<file path="config.mk">
export PLATFORM = sky130hd
export DESIGN_NAME = stall_tracker
export DESIGN_NICKNAME = d
export VERILOG_FILES = /design/src/rtl/stall_tracker.sv
export SDC_FILE = /design/constraint.sdc
export NUM_CORES = 1
export LEC_CHECK = 0
export BUFFER_PORTS_ARGS = -buffer_cell sky130_fd_sc_hd__buf_2
export CORE_MARGIN = 8
export CORE_UTILIZATION = 50
export CTS_BUF_LIST = sky130_fd_sc_hd__clkbuf_8
export CTS_CLUSTER_SIZE = 16
export DETAILED_ROUTE_END_ITERATION = 16
export PLACE_DENSITY = 0.8
export SYNTH_ARGS = -nofsm -noshare
export SYNTH_HDL_FRONTEND = slang
export SYNTH_SLANG_ARGS = --single-unit
</file>
<file path="constraint.sdc">
create_clock -name clk -period 1.8 [get_ports clk]
set_input_delay 0.27 -clock clk [delete_from_list [all_inputs] [get_ports clk]]
set_output_delay 0.27 -clock clk [all_outputs]
set_load 0.03 [all_outputs]
</file>
<file path="src/rtl/stall_tracker.sv">
// Bubble injector and EX/MEM/WB destination tracker for the 5-stage core.
// Holds IF/ID on stall, squashes it on flush, and counts stall cycles and over-long stall runs.
module stall_tracker #(
   parameter logic [15:0] NOP_INST  = 16'h0800,
   parameter int unsigned MAX_STALL = 3
) (
   input  logic        clk,
   input  logic        rst_n,
   input  logic [15:0] instIn,
   input  logic        sendNOP,
   input  logic        flush,
   input  logic [2:0]  destID,
   input  logic        regWriteID,
   input  logic        BranchID,
   output logic [15:0] instID,
   output logic        pcWrite,
   output logic [2:0]  execute,
   output logic [2:0]  memory,
   output logic [2:0]  writeback,
   output logic        NOPEx,
   output logic        NOPMem,
   output logic        NOPWB,
   output logic        BranchEx,
   output logic [15:0] stallCycles,
   output logic        stallErr
);

   logic [15:0] inst_q, inst_d;
   logic [2:0]  ex_dest_q, ex_dest_d;
   logic [2:0]  mem_dest_q, mem_dest_d;
   logic [2:0]  wb_dest_q, wb_dest_d;
   logic        ex_vld_q, ex_vld_d;
   logic        mem_vld_q, mem_vld_d;
   logic        wb_vld_q, wb_vld_d;
   logic        ex_br_q, ex_br_d;
   logic [15:0] cnt_q, cnt_d;
   logic [2:0]  run_q, run_d;
   logic        err_q, err_d;

   logic stall_cyc;
   logic bubble;
   logic id_real;

   // A stall cycle only counts when no flush overrides it.
   assign stall_cyc = ~sendNOP & ~flush;
   assign bubble    = flush | ~sendNOP;
   assign id_real   = (inst_q != NOP_INST);

   always_comb begin
      inst_d     = inst_q;
      ex_dest_d  = ex_dest_q;
      ex_vld_d   = ex_vld_q;
      ex_br_d    = ex_br_q;
      mem_dest_d = ex_dest_q;
      mem_vld_d  = ex_vld_q;
      wb_dest_d  = mem_dest_q;
      wb_vld_d   = mem_vld_q;
      cnt_d      = cnt_q;
      run_d      = run_q;
      err_d      = err_q;

      if (bubble) begin
         ex_dest_d = 3'd0;
         ex_vld_d  = 1'b0;
         ex_br_d   = 1'b0;
      end else begin
         ex_dest_d = destID;
         ex_vld_d  = regWriteID & id_real;
         ex_br_d   = BranchID & id_real;
      end

      if (flush)
         inst_d = NOP_INST;
      else if (sendNOP)
         inst_d = instIn;

      if (stall_cyc) begin
         if (cnt_q != 16'hFFFF)
            cnt_d = cnt_q + 16'd1;
         if (run_q != 3'd7)
            run_d = run_q + 3'd1;
         // The run length this cycle would reach is run_q+1.
         if ((32'(run_q) + 32'd1) > MAX_STALL)
            err_d = 1'b1;
      end else begin
         run_d = 3'd0;
      end
   end

   always_ff @(posedge clk or negedge rst_n) begin
      if (!rst_n) begin
         inst_q     <= NOP_INST;
         ex_dest_q  <= 3'd0;
         mem_dest_q <= 3'd0;
         wb_dest_q  <= 3'd0;
         ex_vld_q   <= 1'b0;
         mem_vld_q  <= 1'b0;
         wb_vld_q   <= 1'b0;
         ex_br_q    <= 1'b0;
         cnt_q      <= 16'd0;
         run_q      <= 3'd0;
         err_q      <= 1'b0;
      end else begin
         inst_q     <= inst_d;
         ex_dest_q  <= ex_dest_d;
         mem_dest_q <= mem_dest_d;
         wb_dest_q  <= wb_dest_d;
         ex_vld_q   <= ex_vld_d;
         mem_vld_q  <= mem_vld_d;
         wb_vld_q   <= wb_vld_d;
         ex_br_q    <= ex_br_d;
         cnt_q      <= cnt_d;
         run_q      <= run_d;
         err_q      <= err_d;
      end
   end

   // Flush must let the redirected PC load even if decode asked to stall.
   assign pcWrite     = sendNOP | flush;
   assign instID      = inst_q;
   assign execute     = ex_dest_q;
   assign memory      = mem_dest_q;
   assign writeback   = wb_dest_q;
   assign NOPEx       = ex_vld_q;
   assign NOPMem      = mem_vld_q;
   assign NOPWB       = wb_vld_q;
   assign BranchEx    = ex_br_q;
   assign stallCycles = cnt_q;
   assign stallErr    = err_q;

endmodule

</file>
==> reports/results.tsv <==
stage	metric	value	unit
floorplanning	initial core utilization	51.6	%
cells_and_area	Ant. Diodes	0	
yosys	post-synth top area share	58.2	%
floorplanning	Ports	72	
cells_and_area	Fillers	302	
drt	Final ANT Viol Nets	0	
yosys	dominant synthesized flop cell	dfrtp_1	
grt	antenna violations before repair	0	
status	status	finished, final reports clean	
worst_setup_path	required time of the critical path	2.03	ns
grt	first-pass GRT wire length	7600	um
drt	Vias per Instance	5.16	
yosys	syn nets	193	
cells_and_area	multi-input logic area	808	um^2
worst_setup_path	slowest cell delay on critical path	0.45	ns
clock_network	H-Tree Depth	2	
job	max cap viols	0	
yosys	post-synthesis sequential area ratio	59.5	%
placed_design	IO Port Bufs	71	
yosys	number of synthesized flops with an enable pin	0	
timing	RSZ-0062 raised after global routing	no	
timing	fin crit period	1.71	ns
worst_setup_path	CP Launch Type	flip-flop	
grt	pin count of the biggest net entering global routing	29	
grt	vias in the first global route	1648	
drt	drt wl/cell	15.2	um
placed_design	routability cong.	0.779	
timing	period utilisation layout	95.0	%
cells_and_area	Layout area overhead	27.8	%
worst_setup_path	CP max-delay cell	dfrtp_1	
cells_and_area	FF/Latch Area	1230	um^2
pwr	share of power burned in registers	48.4	%
pwr	Int Pwr	0.00186	W
worst_setup_path	Worst Setup End Kind	flip-flop	
timing	final slew viol count	0	
timing	Slew headroom	66.5	%
drt	DR iter-0 viols	105	
timing	Setup violations, final	0	
yosys	cell type with the largest total area after synthesis	dfrtp_1	
pwr	PD cells	1060	nW/um^2
worst_setup_path	CP Max Fanout	5	
floorplanning	Die Wd	80.2	um
pwr	Leak	1.43	nW
yosys	Post-synth ARST share	100	%
yosys	Distinct cells, synth	37	
pwr	Comb pwr share	23.7	%
grt	Congestion Overflow GR	0	
timing	Slew @ Worst Pin	0.502	ns
clock_network	clock sink total	49	
yosys	Cell Area, Synth	2060	um^2
placed_design	HPWL Detailed	3470	um
floorplanning	Die ar.	6440	um^2
drt	Routed Wire Length	4490	um
clock_network	Root Buffer	clkbuf_8	
clock_network	Num CTS Buffers	5	
cells_and_area	NumNets Final	272	
yosys	top post-synthesis cells by area	dfrtp_1 (58%), mux2i_1 (8.2%), xor2_1 (5.5%)	
clock_network	Clock transition at path regs	0.09	ns
timing	Total Negative Setup Slacks	0	ns
clock_network	Clock Latency Late Sink	0.30	ns
yosys	flop and latch count out of synthesis	49	
floorplanning	Die Y	80.2	um
pwr	Switch Pwr	0.000931	W
drt	DR pass1 iterations	4	
worst_setup_path	WP buf/inv	1	
floorplanning	Core Area	4000	um^2
drt	drt drc	0	
clock_network	Max Root-Sink Buffers	2	
worst_setup_path	WP data arrival	1.94	ns
yosys	most frequent cell after synthesis	dfrtp_1	
yosys	Avg Inst Size Synth	12.5	um^2
pwr	Net Sw Frac	33.4	%
cells_and_area	share of layout cells above drive strength 1	40.0	%
yosys	top post-synthesis cells by count	dfrtp_1 (48), nor2_1 (21), mux2i_1 (17)	
pwr	Clk pwr share	28.0	%
worst_setup_path	delay-heaviest family, CP	simple AND/OR/NAND/NOR gates	
worst_setup_path	crit-path cells	ha_1, nand2_2, nor4_2, buf_4, nor4b_1, xor2_1	
worst_hold_path	Tightest Hold Check Type	input port to flip-flop	
timing	hold_ws	0.164	ns
worst_setup_path	Setup CP Type	flip-flop to flip-flop	
pwr	peak supply drop	0.526	mV
timing	clock skew	0.00705	ns
yosys	YS warnings	0	
timing	FMAX	585	MHz
floorplanning	FP Rows	23	
clock_network	CTS tree	yes	
timing	Fin. Hold Viols	0	
drt	Via Count	1523	
grt	GRT Total Usage	14.8	%
yosys	Post-Syn Instances	165	
[state kept, by name, indices dropped and copies added (netlist names)]
register,cells
stallCycles,16
stallErr,1
NOPWB,1
BranchEx,1
run_q,3
execute,3
NOPEx,1
instID,16
memory,3
writeback,3
NOPMem,1
[what timing repair did]
item / CTS / global route
resized for setup: 0 / 3
setup buffers: 0 / 0
hold buffers: 1 / 0
endpoints found under the hold margin: 21 / 0
endpoints found under the setup margin: 0 / 4
[routing by layer]
metal | GRT usage [%] | vias up | routed length [um]
met1 | 18.0 | 726 | 2000
met5 | 0 | - | 0
met4 | 4.91 | 0 | 51
met3 | 5.13 | 5 | 353
met2 | 24.0 | 56 | 2080
li1 | - | 736 | -
[path summary, 6_finish.rpt]
path	start	endpoint	slack, ns	depth (start not counted)
max	stallCycles[0]	stallCycles[9]	0.09	6
min	destID[0]	execute[0]	0.16	2
max reg2reg	stallCycles[0]	stallCycles[9]	0.09	6
min reg2reg	memory[0]	writeback[0]	0.38	0
max in group asynchronous	rst_n	instID[11]	0.75	3
min in group asynchronous	rst_n	NOPWB	0.46	2
[kinds of logic (layout without fill, tap and decap cells)]
logic type	Yosys count	after routing	synth area share, %
buffers and inverters	7	87	2.12
XOR/XNOR	13	13	5.52
multiplexers	19	19	9.52
AND/OR/NAND/NOR	62	62	16.9
flip-flops	49	49	59.5
AO/OA/AOI/OAI	12	12	4.67
adder cells (fa/ha/maj)	3	3	1.82
[through the flow]
step | cell area (um^2) | utilization (%) | setup slack [ns] | std cells | total power (W)
after global routing | 2640 | 65.9 | 0.0361 | 295 | 0.00294
after floorplan | 2070 | - | 0.0220 | 165 | 0.00179
after CTS | 2620 | 65.6 | 0.0724 | 295 | 0.00281
after global placement | 2500 | 62.4 | 0.166 | 286 | 0.00201
after detailed placement | 2500 | 62.4 | 0.0956 | 286 | 0.00203
final | 2640 | 65.9 | 0.0892 | 295 | 0.00279
[power by group through the flow]
| stage | clock network (W) | registers (W) | logic (W) |
|---|---|---|---|
| 2_1_floorplan | 0 | 0.00157 | 0.000222 |
| 3_3_place_gp | 0 | 0.00136 | 0.000651 |
| 3_5_place_dp | 0 | 0.00137 | 0.000660 |
| 4_1_cts | 0.000804 | 0.00135 | 0.000660 |
| 5_1_grt | 0.000856 | 0.00137 | 0.000714 |
| 6_report | 0.000779 | 0.00135 | 0.000660 |
[layout by cell type (no fill, tap or decap), types with 2 or more instances in the layout]
cell type / instances
mux2i_1: 17
dfrtp_1: 48
nor2b_1: 3
nor4_1: 3
nor2_1: 20
nor2_4: 2
buf_4: 4
nor4_2: 2
nand4_1: 2
nor4b_1: 2
a41oi_1: 2
and3_1: 2
a311oi_1: 3
xor2_1: 13
ha_1: 3
buf_2: 71
nand3_1: 5
clkbuf_8: 5
and2_1: 5
nor3_1: 5
nand2_1: 4
a31oi_1: 3
[final cells by class]
type / instances / area share [%]
sequential: 49 / 46.6
multi-input combinational: 109 / 30.7
timing repair buffer: 77 / 15.8
clock buffer: 5 / 2.61
tap: 50 / 2.37
clock inverter: 3 / 1.76
inverter: 2 / 0.285
(Power assumes the default switching activity.)
